$ cat config.mk
export PLATFORM = sky130hd
export DESIGN_NAME = ex_seq_ctrl_flat
export DESIGN_NICKNAME = d
export VERILOG_FILES = /design/src/rtl/ex_seq_ctrl_pkg.sv /design/src/rtl/ex_seq_ctrl_if.sv /design/src/rtl/ex_seq_ctrl.sv /design/src/flat_wrapper.sv
export SDC_FILE = /design/constraint.sdc
export NUM_CORES = 1
export LEC_CHECK = 0
export ABC_CLOCK_PERIOD_IN_PS = 3450
export BUFFER_PORTS_ARGS = -buffer_cell sky130_fd_sc_hd__buf_2
export CAP_MARGIN = 20
export CORE_UTILIZATION = 45
export DETAILED_ROUTE_END_ITERATION = 16
export HOLD_SLACK_MARGIN = 0.05
export PLACE_DENSITY = 0.71
export SLEW_MARGIN = 20
export SYNTH_ARGS = -nofsm -noshare
export SYNTH_HDL_FRONTEND = slang
export SYNTH_SLANG_ARGS = --single-unit
$ cat constraint.sdc
create_clock -name clk -period 3.45 [get_ports clk]
set_input_delay 0.1725 -clock clk [delete_from_list [all_inputs] [get_ports clk]]
set_output_delay 0.1725 -clock clk [all_outputs]
set_load 0.02 [all_outputs]
$ cat src/rtl/ex_seq_ctrl_pkg.sv
// Shared types and constants for the multi-cycle execute sequencer and the ALU decoder.
package ex_seq_ctrl_pkg;

  localparam int          ALU_CTL_W = 4;
  localparam logic [3:0]  ALU_AND   = 4'b0000;
  localparam logic [3:0]  ALU_OR    = 4'b0001;
  localparam logic [3:0]  ALU_ADD   = 4'b0010;
  localparam logic [3:0]  ALU_SUB   = 4'b0110;
  localparam logic [3:0]  ALU_SLT   = 4'b0111;

  localparam logic [31:0] LINK_INC  = 32'd4;

  typedef enum logic [1:0] {
    IDLE = 2'd0,
    OP   = 2'd1,
    TGT  = 2'd2,
    DONE = 2'd3
  } ex_seq_state_t;

  // Decoded instruction as latched at the accept handshake.
  typedef struct packed {
    logic [31:0]          rs1;
    logic [31:0]          rs2;
    logic [31:0]          imm;
    logic [31:0]          pc;
    logic                 alu_src;
    logic [ALU_CTL_W-1:0] alu_control;
    logic                 branch;
    logic                 jump;
  } ex_op_t;

endpackage

$ cat src/rtl/ex_seq_ctrl_if.sv
// Instruction-in, shared-ALU and result-out bundle of the execute sequencer.
// master = upstream/ALU/consumer side, slave = sequencer.
interface ex_seq_ctrl_if;
  import ex_seq_ctrl_pkg::*;

  logic                 in_valid;
  logic                 in_ready;
  logic [31:0]          rs1_data;
  logic [31:0]          rs2_data;
  logic [31:0]          imm;
  logic [31:0]          pc;
  logic                 alu_src;
  logic [ALU_CTL_W-1:0] alu_control;
  logic                 branch;
  logic                 jump;

  logic [31:0]          alu_a;
  logic [31:0]          alu_b;
  logic [ALU_CTL_W-1:0] alu_ctl;
  logic [31:0]          alu_y;
  logic                 alu_zero;

  logic                 out_valid;
  logic                 out_ready;
  logic [31:0]          result;
  logic [31:0]          target;
  logic                 take;

  modport master (
    output in_valid, rs1_data, rs2_data, imm, pc, alu_src, alu_control, branch, jump,
    input  in_ready,
    input  alu_a, alu_b, alu_ctl,
    output alu_y, alu_zero,
    input  out_valid, result, target, take,
    output out_ready
  );

  modport slave (
    input  in_valid, rs1_data, rs2_data, imm, pc, alu_src, alu_control, branch, jump,
    output in_ready,
    output alu_a, alu_b, alu_ctl,
    input  alu_y, alu_zero,
    output out_valid, result, target, take,
    input  out_ready
  );

endinterface

$ cat src/rtl/ex_seq_ctrl.sv
// Execute sequencer time-sharing one external ALU between the op and the branch/jump target.
// Latency: accept edge -> out_valid two cycles later; one op per 3 cycles peak.
// Backpressure: holds DONE with stable outputs until out_ready; accepts the next op in that same cycle.
module ex_seq_ctrl
  import ex_seq_ctrl_pkg::*;
(
  input  logic        clk,
  input  logic        rst_n,
  input  logic        flush,
  ex_seq_ctrl_if.slave bus
);

  ex_seq_state_t state, state_nxt;
  ex_op_t        op_q;
  logic [31:0]   result_q;
  logic [31:0]   target_q;
  logic          take_q;
  logic          accept;

  assign bus.in_ready  = !flush && ((state == IDLE) || ((state == DONE) && bus.out_ready));
  assign accept        = bus.in_valid && bus.in_ready;
  assign bus.out_valid = (state == DONE);
  assign bus.result    = result_q;
  assign bus.target    = target_q;
  assign bus.take      = take_q;

  always_comb begin
    state_nxt   = state;
    bus.alu_a   = '0;
    bus.alu_b   = '0;
    bus.alu_ctl = '0;
    case (state)
      IDLE: if (accept) state_nxt = OP;
      OP: begin
        // A jump's "result" is the link value, so the op slot computes pc+LINK_INC.
        if (op_q.jump) begin
          bus.alu_a   = op_q.pc;
          bus.alu_b   = LINK_INC;
          bus.alu_ctl = ALU_ADD;
        end else begin
          bus.alu_a   = op_q.rs1;
          bus.alu_b   = op_q.alu_src ? op_q.imm : op_q.rs2;
          bus.alu_ctl = op_q.alu_control;
        end
        state_nxt = TGT;
      end
      TGT: begin
        bus.alu_a   = op_q.pc;
        bus.alu_b   = (op_q.branch || op_q.jump) ? op_q.imm : LINK_INC;
        bus.alu_ctl = ALU_ADD;
        state_nxt   = DONE;
      end
      DONE: if (bus.out_ready) state_nxt = accept ? OP : IDLE;
      default: state_nxt = IDLE;
    endcase
    if (flush) state_nxt = IDLE;
  end

  always_ff @(posedge clk or negedge rst_n) begin
    if (!rst_n) state <= IDLE;
    else        state <= state_nxt;
  end

  always_ff @(posedge clk or negedge rst_n) begin
    if (!rst_n) begin
      op_q     <= '0;
      result_q <= '0;
      target_q <= '0;
      take_q   <= 1'b0;
    end else begin
      if (accept) begin
        op_q.rs1         <= bus.rs1_data;
        op_q.rs2         <= bus.rs2_data;
        op_q.imm         <= bus.imm;
        op_q.pc          <= bus.pc;
        op_q.alu_src     <= bus.alu_src;
        op_q.alu_control <= bus.alu_control;
        op_q.branch      <= bus.branch;
        op_q.jump        <= bus.jump;
      end
      if (!flush && (state == OP)) begin
        result_q <= bus.alu_y;
        take_q   <= (op_q.branch && bus.alu_zero) || op_q.jump;
      end
      if (!flush && (state == TGT)) target_q <= bus.alu_y;
    end
  end

endmodule
$ cat src/flat_wrapper.sv
// flat-port wrapper written by rule: the top's interface ports become plain ports
module ex_seq_ctrl_flat import ex_seq_ctrl_pkg::*;
  (clk, rst_n, flush, bus_in_valid, bus_rs1_data, bus_rs2_data, bus_imm, bus_pc, bus_alu_src, bus_alu_control, bus_branch, bus_jump, bus_in_ready, bus_alu_a, bus_alu_b, bus_alu_ctl, bus_alu_y, bus_alu_zero, bus_out_valid, bus_result, bus_target, bus_take, bus_out_ready);
  ex_seq_ctrl_if bus_i ();
  input  logic clk;
  input  logic rst_n;
  input  logic flush;
  input wire logic [$bits(bus_i.in_valid)-1:0] bus_in_valid;
  input wire logic [$bits(bus_i.rs1_data)-1:0] bus_rs1_data;
  input wire logic [$bits(bus_i.rs2_data)-1:0] bus_rs2_data;
  input wire logic [$bits(bus_i.imm)-1:0] bus_imm;
  input wire logic [$bits(bus_i.pc)-1:0] bus_pc;
  input wire logic [$bits(bus_i.alu_src)-1:0] bus_alu_src;
  input wire logic [$bits(bus_i.alu_control)-1:0] bus_alu_control;
  input wire logic [$bits(bus_i.branch)-1:0] bus_branch;
  input wire logic [$bits(bus_i.jump)-1:0] bus_jump;
  output wire logic [$bits(bus_i.in_ready)-1:0] bus_in_ready;
  output wire logic [$bits(bus_i.alu_a)-1:0] bus_alu_a;
  output wire logic [$bits(bus_i.alu_b)-1:0] bus_alu_b;
  output wire logic [$bits(bus_i.alu_ctl)-1:0] bus_alu_ctl;
  input wire logic [$bits(bus_i.alu_y)-1:0] bus_alu_y;
  input wire logic [$bits(bus_i.alu_zero)-1:0] bus_alu_zero;
  output wire logic [$bits(bus_i.out_valid)-1:0] bus_out_valid;
  output wire logic [$bits(bus_i.result)-1:0] bus_result;
  output wire logic [$bits(bus_i.target)-1:0] bus_target;
  output wire logic [$bits(bus_i.take)-1:0] bus_take;
  input wire logic [$bits(bus_i.out_ready)-1:0] bus_out_ready;
  assign bus_i.in_valid = bus_in_valid;
  assign bus_i.rs1_data = bus_rs1_data;
  assign bus_i.rs2_data = bus_rs2_data;
  assign bus_i.imm = bus_imm;
  assign bus_i.pc = bus_pc;
  assign bus_i.alu_src = bus_alu_src;
  assign bus_i.alu_control = bus_alu_control;
  assign bus_i.branch = bus_branch;
  assign bus_i.jump = bus_jump;
  assign bus_in_ready = bus_i.in_ready;
  assign bus_alu_a = bus_i.alu_a;
  assign bus_alu_b = bus_i.alu_b;
  assign bus_alu_ctl = bus_i.alu_ctl;
  assign bus_i.alu_y = bus_alu_y;
  assign bus_i.alu_zero = bus_alu_zero;
  assign bus_out_valid = bus_i.out_valid;
  assign bus_result = bus_i.result;
  assign bus_target = bus_i.target;
  assign bus_take = bus_i.take;
  assign bus_i.out_ready = bus_out_ready;
  ex_seq_ctrl u_core (.clk(clk), .rst_n(rst_n), .flush(flush), .bus(bus_i));
endmodule
# Word-level counts from Yosys, hierarchy flattened
# Index checks and enable logic that the tools add are counted.
dict set report word_totals {
  output_inout_bits 135
  word_cells 42
  regBits 202
  in_bits 173
}
dict set report classes {
  eq_ne 5
  n_reduce_logical 12
  muxes 13
}
# operator count
set ops {}
lappend ops {{2-to-1 mux 32 bit} 4}
lappend ops {{case mux 32 bit (2 select lines)} 2}
lappend ops {{case mux 2 bit (4 select lines)} 1}
lappend ops {{case mux 4 bit (2 select lines)} 1}
lappend ops {{logical AND 1 bit} 6}
lappend ops {{2-to-1 mux 2 bit} 3}
lappend ops {{!= test 3 x 2 -> 1 bit, second input constant} 2}
lappend ops {{equality test 2 bit, second input constant} 2}
lappend ops {{2-to-1 mux 4 bit} 1}
lappend ops {{logical OR 1 bit} 3}
lappend ops {{equality test 2 x 1 -> 1 bit, second input constant} 1}
lappend ops {{zero test 2 bit} 1}
lappend ops {{AND reduction 2 bit} 1}
lappend ops {{zero test 1 bit} 1}
lappend ops {{2-to-1 mux 1 bit} 1}

# Depth between registers and ports, before layout
# Gate-level depths: netlist of the first run.
dict set report logic_depth {
  depth_word 9
  ltp_mapped 8
  mapped_depth_nobuf 5
}

# Worst setup path before layout of the first run
# No wires, ideal clock.
dict set report synth_timing {
  path_type {flip-flop to flip-flop}
  from {reg u_core.state[0]}
  to {reg u_core.op_q[10] in the netlist's numbering}
  arrival_time_ns 1.719
  setup_slack_ns 1.606
  stages_incl_launch_ff 8
  synth_period_minus_slack_ns 1.844
  path_buffers 3
  path_cell_list {dfrtp_1 -> ha_1 -> a21oi_2 -> nor3b_2 -> buf_6 -> buf_12 -> buf_12 -> mux2_4}
}
dict set report synth_between {
  elab_chain_cells 5
}
# element line
set synth_rtl {}
lappend synth_rtl {{start: declaration} ex_seq_ctrl.sv:13} ;# ex_seq_state_t state, state_nxt;
lappend synth_rtl {{start signal: assignment} ex_seq_ctrl.sv:61} ;# else state <= state_nxt;
lappend synth_rtl {{equality test 2 bit} --}
lappend synth_rtl {{net bus_out_valid} flat_wrapper.sv:23} ;# output wire logic [$bits(bus_i.out_valid)-1:0] bus_out_valid;
lappend synth_rtl {{logical AND 1 bit} ex_seq_ctrl.sv:20} ;# assign bus.in_ready = !flush && ((state == IDLE) || ((state == DONE) && bus.out_ready));
lappend synth_rtl {{logical OR 1 bit} ex_seq_ctrl.sv:20}
lappend synth_rtl {{logical AND 1 bit} ex_seq_ctrl.sv:20}
lappend synth_rtl {{logical AND 1 bit} ex_seq_ctrl.sv:21} ;# assign accept = bus.in_valid && bus.in_ready;
lappend synth_rtl {{end: declaration} ex_seq_ctrl.sv:14} ;# ex_op_t op_q;
# The timed path passes the listed nets, and every way through them passes these cells.
# A chain may end at the register's enable or synchronous reset.

# Final worst setup path of the first run
dict set report layout_timing {
  from {reg u_core.state[0]}
  to {out bus_alu_b[16]}
}
dict set report layout_between {
  elab_chain_cells 2
}
# element line
set layout_rtl {}
lappend layout_rtl {{equality test 2 bit / equality test 2 x 1 -> 1 bit (equally long branches)} ex_seq_ctrl.sv:32} ;# case (state)
lappend layout_rtl {{case mux 32 bit (2 select lines) *} ex_seq_ctrl.sv:32}
lappend layout_rtl {{end: declaration} flat_wrapper.sv:19} ;# output wire logic [$bits(bus_i.alu_b)-1:0] bus_alu_b;
# Mark *: on every way between the ends. The rest lies on a longest branch, timed or not.

==> results of run 1 <==
flip-flops by register name, indices dropped and copies added (netlist names):
| name | cells |
|---|---|
| u_core.state | 2 |
| u_core.bus.result | 32 |
| u_core.op_q | 135 |
| u_core.bus.take | 1 |
| u_core.bus.target | 32 |
layout make-up:
class                           instances  area (um2)  share of cell area
Sequential cell                       202        5050               0.398
Timing Repair Buffer                  487        3350               0.263
Multi-Input combinational cell        299        3280               0.258
Clock buffer                           34         677              0.0533
Tap cell                              234         293              0.0230
Clock inverter                          8        43.8             0.00345
Inverter                                2        7.51            0.000591
Antenna cell                            1        2.50            0.000197
cell usage after synthesis, types with 2 or more instances:
master / n / area [um2]
mux2_4: 50 / 751
buf_2: 6 / 30.0
ha_1: 4 / 50.1
mux2_2: 148 / 1670
a21oi_1: 5 / 25.0
nor2_1: 2 / 7.51
a22o_1: 63 / 552
dfrtp_1: 202 / 5050
mux2_1: 2 / 22.5
and2_1: 3 / 18.8
buf_12: 6 / 120
clkbuf_1: 7 / 26.3
buf_4: 13 / 97.6
nand2b_1: 5 / 31.3
inv_1: 2 / 7.51
nor2b_1: 2 / 12.5
buf_6: 5 / 56.3
through the flow:
step,util,setup WS [ns],power [mW]
final,0.677,0.380,10.8
after global routing,0.677,0.217,11.3
after CTS,0.677,0.427,10.8
after detailed placement,0.548,0.987,8.26
after global placement,0.548,1.13,8.18
after floorplan,-,1.61,7.10
power by group:
part           internal (mW)  switching, mW  leakage, nW
registers               3.59          0.712         2.39
logic                   2.15           2.04         3.38
clock network           1.36          0.948        0.364
worst paths after layout:
check | start | to
max | u_core.state[0] | bus_alu_b[16]
min reg2reg | u_core.bus.target[12] | u_core.bus.target[12]
max reg2reg | u_core.state[0] | u_core.op_q[122]
min | bus_in_valid | u_core.state[0]
min in group asynchronous | rst_n | u_core.op_q[7]
max in group asynchronous | rst_n | u_core.op_q[42]
metal layers:
metal,vias up,track usage
met2,275,0.417
li1,2932,-
met1,3187,0.279
met3,56,0.0523
met4,0,0.0904
met5,-,0
critical path, delay by kind of cell (launching register included):
family | cells | cell delay (ns)
AO/OA/AOI/OAI | 1 | 0.26
adder cells (fa/ha/maj) | 1 | 0.39
buffers and inverters | 2 | 0.29
flip-flops | 1 | 0.41
AND/OR/NAND/NOR | 2 | 1.03
logic make-up (layout without fill, tap and decap cells):
family | after synthesis | in the layout | share of synthesized area
fa+ha+maj | 4 | 4 | 0.00578
mux | 200 | 200 | 0.282
compound gates | 76 | 76 | 0.0749
flops | 202 | 202 | 0.584
simple gates | 19 | 19 | 0.0145
other cells | 0 | 1 | 0
buf+inv | 39 | 531 | 0.0390
==> results.py, run 1 <==
metrics = {
    "drt": {
        "ant_nets": 0,
        "top_layer": "met4",
        "met2_length_mm": 11.8,
        "wl_met1_mm": 9.38,
        "wl_met3_mm": 1.51,
        "vias": 6450,
        "vias_per_cell": 5.09,
        "routed_wl_mm": 23.5,
        "dr.pass1.iters": 4,
        "route.detailed.drc": 0,
        "drt-initial-drc-count": 219,
        "wire_per_inst_um": 18.5,
    },
    "sta": {
        "finalHoldViolations": 0,
        "tightest_slew_ns": 0.722,
        "rsz0062_at_grt": "no",
        "fin_tns_setup_ns": 0,
        "timing.final.crit_share": 0.890,
        "hold_slack_ns": 0.169,
        "fin_skew_ns": 0.0134,
        "finalCriticalPeriod_ns": 3.07,
        "fmax_mhz": 326,
        "finalSetupViolations": 0,
        "maxSlewViolCount": 0,
        "max-slew-margin-rel": 0.518,
    },
    "die": {
        "ios": 308,
        "start_util": 0.461,
        "die_x_um": 141,
        "rows": 50,
        "die_y_um": 141,
        "die_area_mm2": 0.0198,
        "core_area_mm2": 0.0188,
    },
    "worst_setup_path": {
        "cp-end-kind": "output pin",
        "arrival_ns": 2.90,
        "slowest_delay_ns": 0.52,
        "reg2reg_slack_ns": 1.32,
        "rr_worst_depth": 6,
        "crit_slowest_cell": "and2b_4",
        "start_kind": "flip-flop",
        "cp_max_fo": 31,
        "required_ns": 3.28,
        "crit_chain": "inv_1, ha_1, and3b_1, and2b_4, a22o_1, buf_2",
        "crit_type": "reg -> out",
    },
    "logic_synthesis": {
        "async_flop_share": 1.00,
        "ys_seq_area_frac": 0.584,
        "syn_area_per_cell_um2": 16.0,
        "synth_edf_count": 0,
        "synthCells": 540,
        "synthDistinctLibCells": 32,
        "syn-num-nets": 717,
        "netlist_area_mm2": 0.00866,
        "yosys_warnings": 0,
        "ys.flop_type": "dfrtp_1",
        "synth-seq-cells": 202,
    },
    "global_routing": {
        "grt_pass1_vias": 6960,
        "grt_max_degree": 93,
        "grt_pass1_wl_mm": 36.7,
        "grtUsageTotal": 0.235,
        "antenna_found_initial": 1,
        "gr-total-overflow": 0,
    },
    "layout": {
        "n_fill_cell": 1273,
        "nets": 1192,
        "drive_gt1_frac": 0.544,
        "final_cells": 1267,
        "layout_commonest_cell": "buf_2",
        "finish.instance_area_mm2": 0.0127,
        "area_delta_synth_final_pct": 46.8,
        "layout_common_cells": "buf_2, dfrtp_1, dlygate4sd3_1",
    },
    "power_and_ir_drop": {
        "leakagePower_nw": 6.13,
        "p_per_area_mw_per_mm2": 849,
        "peakVddDrop_mv": 0.552,
    },
    "flow_run": {
        "cap_violations": 0,
    },
    "clocking": {
        "clockRootBuffer": "clkbuf_16",
        "clk_pin_slew_ns": 0.06,
        "numCtsBuffers": 23,
        "clk_path_buf_depth": 3,
        "cts.htree.levels": 1,
        "cts_tree": "built",
        "cts.sinks": 202,
        "cts_resized": 0,
        "clkLatencyLatePin_ns": 0.50,
        "hold_buffers": 170,
        "post_cts_buffers": 0,
    },
    "hold_path": {
        "hp-class": "in -> reg",
        "hold_depth": 4,
    },
    "placement": {
        "placedInstanceArea_mm2": 0.0103,
        "post-place-cells": 1054,
        "dp_hpwl_mm": 13.7,
        "io_buffers": 307,
        "gp_congestion": 0.761,
    },
    "outcome": {
        "outcome": "finished clean",
    },
}
Power figures use the tool's default switching activity.
==> run 2, diff against run 1 <==
--- a/config.mk
+++ b/config.mk
@@ -5,13 +5,14 @@
 export SDC_FILE = /design/constraint.sdc
 export NUM_CORES = 1
 export LEC_CHECK = 0
+export ABC_AREA = 1
 export ABC_CLOCK_PERIOD_IN_PS = 3450
 export BUFFER_PORTS_ARGS = -buffer_cell sky130_fd_sc_hd__buf_2
 export CAP_MARGIN = 20
 export CORE_UTILIZATION = 45
 export DETAILED_ROUTE_END_ITERATION = 16
 export HOLD_SLACK_MARGIN = 0.05
-export PLACE_DENSITY = 0.71
+export PLACE_DENSITY = 0.7
 export SLEW_MARGIN = 20
 export SYNTH_ARGS = -nofsm -noshare
 export SYNTH_HDL_FRONTEND = slang
==> run 2 against run 1 <==
Against the previous run:
- synthesized area grew 7.1%
- count of clock-buffer cells in the layout rose by 1
- total power down 1.5%
- cell area grew 4.6%
- sequential power shrank 2%
- via count rose by 47%
- critical path type unchanged
- critical endpoint is now bus_alu_b[24]
- largest cell class unchanged
- largest power group unchanged
==> results.py, run 2 <==
metrics = {
    "power_and_ir_drop": {
        "p_seq_frac": 0.398,
        "peakVddDrop_mv": 0.545,
        "p_int_mw": 6.18,
        "p_comb_frac": 0.392,
        "netSwitchingPower_mw": 4.45,
        "p_per_area_mw_per_mm2": 800,
        "power.share.clock": 0.211,
        "switching_share": 0.419,
        "leakagePower_nw": 7.25,
    },
    "clocking": {
        "numCtsBuffers": 23,
        "cts_tree": "built",
        "cts.htree.levels": 1,
        "clk_path_buf_depth": 3,
        "cts.sinks": 202,
        "clockRootBuffer": "clkbuf_16",
        "clkLatencyLatePin_ns": 0.50,
        "clk_pin_slew_ns": 0.05,
    },
    "drt": {
        "route.detailed.drc": 0,
        "vias": 9487,
        "routed_wl_mm": 28.7,
        "dr.pass1.iters": 6,
        "vias_per_cell": 5.05,
        "ant_nets": 0,
        "wire_per_inst_um": 15.3,
        "drt-initial-drc-count": 680,
    },
    "layout": {
        "area_delta_synth_final_pct": 43.4,
        "finish.instance_area_mm2": 0.0133,
        "regMostFlops": "u_core.op_q",
        "layout_commonest_cell": "nand2_1",
        "nets": 1773,
        "largest_register_ffs": 135,
        "layout_common_cells": "nand2_1, buf_2, dfrtp_1",
        "drive_gt1_frac": 0.223,
    },
    "logic_synthesis": {
        "synthCells": 1163,
        "yosys.area.top_type": "dfrtp_1",
        "syn_area_per_cell_um2": 7.97,
        "synth_top_area_share": 0.545,
        "async_flop_share": 1.00,
        "ys.flop_type": "dfrtp_1",
        "syn-num-nets": 1340,
        "synthDistinctLibCells": 19,
        "synthTopCellsByArea": "dfrtp_1, nand2_1, nand3_1",
        "netlist_area_mm2": 0.00927,
        "yosys_warnings": 0,
        "synth-seq-cells": 202,
        "synth_commonest_cells": "nand2_1, dfrtp_1, nand3_1, inv_1, o21ai_0",
        "synth_edf_count": 0,
        "ys_seq_area_frac": 0.545,
        "yosysMostFrequentCell": "nand2_1",
    },
    "worst_setup_path": {
        "start_kind": "flip-flop",
        "crit_type": "reg -> out",
        "cp-end-kind": "output pin",
        "reg2reg_slack_ns": 1.19,
        "crit_top_cell": "inv_1",
        "crit_chain": "inv_1, ha_1, inv_1, nor2_4, buf_4, o211ai_1, a21oi_1, buf_2",
        "cp-startpoint": "u_core.state[1]",
        "crit_slowest_cell": "dfrtp_1",
        "required_ns": 3.28,
        "arrival_ns": 2.57,
        "r2r_end": "u_core.bus.result[0]",
        "rr_worst_depth": 7,
        "cp-endpoint": "bus_alu_b[24]",
        "reg2reg_from": "u_core.state[1]",
        "cp_max_fo": 22,
        "slowest_delay_ns": 0.40,
    },
    "sta": {
        "fin_tns_setup_ns": 0,
        "fin_skew_ns": 0.00769,
        "fmax_mhz": 365,
        "rsz0062_at_grt": "no",
        "finalCriticalPeriod_ns": 2.74,
        "tightest_slew_ns": 0.866,
        "max-slew-margin-rel": 0.422,
        "finalHoldViolations": 0,
        "timing.final.crit_share": 0.794,
        "maxSlewViolCount": 0,
        "finalSetupViolations": 0,
    },
    "placement": {
        "gp_congestion": 0.809,
        "placedInstanceArea_mm2": 0.0109,
        "dp_hpwl_mm": 16.9,
        "io_buffers": 307,
    },
    "die": {
        "die_x_um": 146,
        "start_util": 0.458,
        "rows": 52,
        "die_area_mm2": 0.0212,
        "ios": 308,
        "core_area_mm2": 0.0202,
        "die_y_um": 146,
    },
    "flow_run": {
        "cap_violations": 0,
    },
    "hold_path": {
        "hold_depth": 5,
        "hp-class": "in -> reg",
    },
    "outcome": {
        "outcome": "finished clean",
    },
    "global_routing": {
        "grt_pass1_vias": 9571,
        "antenna_found_initial": 1,
        "grt_pass1_wl_mm": 47.4,
        "grt_max_degree": 137,
        "gr-total-overflow": 0,
        "grtUsageTotal": 0.273,
    },
}
run 2: cell count changes in the layout (fill, tap and decap cells not counted), sizes merged, moves of 2 or more:
cell	change
nor2b	-2
mux2	-200
o21ai	+66
nand2	+479
nor2	+10
a21oi	+29
a22o	-63
buf	+5
inv	+75
and2	-3
nand3	+169
clkinv	-5
nand2b	-5
o211ai	+30
run 2: power by group through the flow:
stage	logic, mW	clock network, mW	registers, mW
2_1_floorplan	2.45	0	4.42
3_3_place_gp	3.90	0	4.19
3_5_place_dp	4.01	0	4.22
4_1_cts	4.17	2.29	4.20
5_1_grt	4.64	2.39	4.37
6_report	4.16	2.24	4.23
run 2: worst min-delay path by stage:
stage,startpoint,endpoint,slack (ns)
CTS,bus_out_ready,u_core.state[1],0.06
global placement,rst_n,u_core.op_q[62],0.27
detailed placement,rst_n,u_core.op_q[62],0.26
floorplan,rst_n,u_core.bus.result[0],-0.12
finish,bus_out_ready,u_core.state[1],0.09
global route,bus_out_ready,u_core.state[1],0.12
run 2: worst max-delay path, delay by kind of cell, from the launching register on:
kind                     cells  cell delay (ns)
flip-flops                   1             0.40
buffers and inverters        4             0.77
AND/OR/NAND/NOR              1             0.37
AO/OA/AOI/OAI                2             0.33
adder cells (fa/ha/maj)      1             0.19
run 2: layout make-up:
class,instances,area [um2]
Fill cell,1673,6940
Tap cell,270,338
Sequential cell,202,5060
Inverter,78,293
Antenna cell,1,2.50
Clock inverter,2,13.8
Multi-Input combinational cell,799,3530
Timing Repair Buffer,492,3390
Clock buffer,35,671
run 2: timing repair:
| item | CTS | global route |
|---|---|---|
| hold buffers | 170 | 0 |
| resized for setup | 0 | 0 |
| hold endpoints to repair | 288 | 0 |
| buffers inserted | 0 | 0 |
run 2: cells by family (layout without fill, tap and decap cells):
group	Yosys count	after routing	share of synthesized area
AND/OR/NAND/NOR	662	662	0.292
adder cells (fa/ha/maj)	4	4	0.00540
buffers and inverters	162	607	0.0763
AO/OA/AOI/OAI	133	133	0.0807
other	0	1	0
flip-flops	202	202	0.545
run 2: metal layers:
layer  vias up  routed length, um  track usage
met3       105               1850       0.0486
met2       409              13900        0.451
met4         0               1330        0.135
met5         -                  0            0
met1      4404              11600        0.347
li1       4569                  -            -
run 2: metrics by stage:
stage / worst slack (ns) / instances / hold WS, ns / power, mW / util
floorplan: 1.74 / 1163 / -0.123 / 6.87 / -
global placement: 1.24 / 1671 / 0.266 / 8.09 / 0.539
detailed placement: 1.18 / 1671 / 0.264 / 8.23 / 0.539
CTS: 0.687 / 1878 / 0.0648 / 10.7 / 0.656
global route: 0.512 / 1879 / 0.123 / 11.4 / 0.657
finish: 0.712 / 1879 / 0.0860 / 10.6 / 0.657
==> run 3, diff against run 2 <==
--- a/config.mk
+++ b/config.mk
@@ -6,7 +6,7 @@
 export NUM_CORES = 1
 export LEC_CHECK = 0
 export ABC_AREA = 1
-export ABC_CLOCK_PERIOD_IN_PS = 3450
+export ABC_CLOCK_PERIOD_IN_PS = 2650
 export BUFFER_PORTS_ARGS = -buffer_cell sky130_fd_sc_hd__buf_2
 export CAP_MARGIN = 20
 export CORE_UTILIZATION = 45
==> constraint.sdc (replaced) <==
create_clock -name clk -period 2.65 [get_ports clk]
set_input_delay 0.1325 -clock clk [delete_from_list [all_inputs] [get_ports clk]]
set_output_delay 0.1325 -clock clk [all_outputs]
set_load 0.02 [all_outputs]
==> run 3 against run 2 <==
Against the previous run:
- sequential power up 29%
- core utilization up 0.56 points
- highest routed layer is now met5
- critical endpoint is now bus_in_ready
- register-to-register slack worse by 0.74 ns
- clock power up 28%
- global-route usage up 0.32 points
- critical path depth down 2
==> results.py, run 3 (synthesis results as in run 2) <==
metrics = {
    "layout": {
        "layout_common_cells": "nand2_1, buf_2, dfrtp_1",
        "drive_gt1_frac": 0.225,
        "finish.instance_area_mm2": 0.0134,
        "regMostFlops": "u_core.op_q",
        "area_delta_synth_final_pct": 44.6,
        "largest_register_ffs": 135,
        "layout_commonest_cell": "nand2_1",
        "utilization": 0.663,
        "final_cells": 1884,
        "nets": 1782,
    },
    "placement": {
        "place_ws_ns": 0.478,
        "post-place-cells": 1676,
        "gp_congestion": 0.823,
        "io_buffers": 307,
        "dp_hpwl_mm": 16.8,
        "placedInstanceArea_mm2": 0.0110,
    },
    "die": {
        "rows": 52,
        "die_x_um": 146,
        "core_area_mm2": 0.0202,
        "die_y_um": 146,
        "start_util": 0.458,
        "ios": 308,
        "die_area_mm2": 0.0212,
    },
    "drt": {
        "ant_nets": 0,
        "drt-initial-drc-count": 623,
        "wire_per_inst_um": 15.6,
        "route.detailed.drc": 0,
        "routed_wl_mm": 29.3,
        "vias": 9642,
        "vias_per_cell": 5.12,
        "dr.pass1.iters": 5,
    },
    "hold_path": {
        "worstHoldStart": "bus_out_ready",
        "hp-class": "in -> reg",
        "hold_depth": 6,
        "whs_endpoint": "u_core.state[0]",
    },
    "sta": {
        "setup_ws_ns": 0.112,
        "tightest_slew_ns": 0.891,
        "finalSetupViolations": 0,
        "max-slew-margin-rel": 0.406,
        "finalHoldViolations": 0,
        "timing.final.crit_share": 0.958,
        "hold_slack_ns": 0.0957,
        "finalCriticalPeriod_ns": 2.54,
        "maxSlewViolCount": 0,
        "fin_tns_setup_ns": 0,
        "fin_skew_ns": 0.0102,
        "fmax_mhz": 394,
    },
    "power_and_ir_drop": {
        "report.power.total_mw": 14.0,
        "peakVddDrop_mv": 0.730,
        "p_per_area_mw_per_mm2": 1040,
        "leakagePower_nw": 7.30,
    },
    "worst_setup_path": {
        "reg2reg_from": "u_core.state[1]",
        "r2r_end": "u_core.bus.result[9]",
        "cp-end-kind": "output pin",
        "required_ns": 2.52,
        "reg2reg_slack_ns": 0.45,
        "rr_worst_depth": 8,
        "arrival_ns": 2.41,
        "crit_type": "reg -> out",
        "cp_max_fo": 136,
        "start_kind": "flip-flop",
    },
    "global_routing": {
        "grt_pass1_wl_mm": 47.5,
        "gr-total-overflow": 0,
        "grtUsageTotal": 0.276,
        "antenna_found_initial": 2,
        "grt_pass1_vias": 9673,
        "grt_max_degree": 137,
    },
    "clocking": {
        "cts_tree": "built",
        "clk_path_buf_depth": 3,
        "clockRootBuffer": "clkbuf_16",
        "clk_pin_slew_ns": 0.05,
        "cts.htree.levels": 1,
        "clkLatencyLatePin_ns": 0.50,
        "numCtsBuffers": 23,
        "cts.sinks": 202,
    },
    "outcome": {
        "outcome": "finished clean",
    },
    "flow_run": {
        "cap_violations": 0,
    },
}
[run 3: cell count changes in the layout (fill, tap and decap cells not counted), sizes merged]
cell / before / now
bufinv: 0 / 1
clkinv: 2 / 3
dlygate4sd3: 170 / 171
inv: 78 / 77
buf: 321 / 329
clkbuf: 36 / 31
[run 3: where the power goes]
group / switching [mW] / internal, mW
combinational: 3.75 / 1.93
sequential: 0.918 / 4.52
clock: 1.18 / 1.69
[run 3: critical path: stages (launching register included)]
cell     delay [ns]
dfrtp_1        0.42
inv_1          0.12
ha_1           0.20
inv_1          0.10
a21oi_4        0.24
buf_16         0.42
buf_2          0.27
[run 3: area by class of cell]
class / instances / area (um2)
Antenna cell: 1 / 2.50
Clock buffer: 30 / 612
Clock inverter: 3 / 40.0
Fill cell: 1651 / 6830
Inverter: 78 / 293
Multi-Input combinational cell: 799 / 3520
Sequential cell: 202 / 5060
Tap cell: 270 / 338
Timing Repair Buffer: 501 / 3540
[run 3: worst max path at each step]
stage          cells after the start  slack, ns       startpoint               endpoint
2_1_floorplan                      6       0.98  u_core.state[0]           bus_alu_b[0]
3_3_place_gp                       8       0.56  u_core.state[1]  u_core.bus.result[26]
3_5_place_dp                       8       0.48  u_core.state[1]  u_core.bus.result[15]
4_1_cts                            8       0.11  u_core.state[1]           bus_alu_b[8]
5_1_grt                            8     -0.009  u_core.state[0]           bus_alu_b[0]
6_report                           6       0.11  u_core.state[0]           bus_in_ready
[run 3: timing repair]
item                       4_1_cts  5_1_grt
gates resized for setup          0        1
setup endpoints to repair        0       13
buffers inserted                 0        3
hold endpoints to repair       272        0
hold buffers                   171        0
[run 3: metal layers]
metal / GRT usage / part of all wire / vias up
met5: 0 / 0.00044 / -
met4: 0.165 / 0.055 / 2
met3: 0.0508 / 0.066 / 126
met2: 0.459 / 0.48 / 427
met1: 0.336 / 0.40 / 4506
li1: - / - / 4581
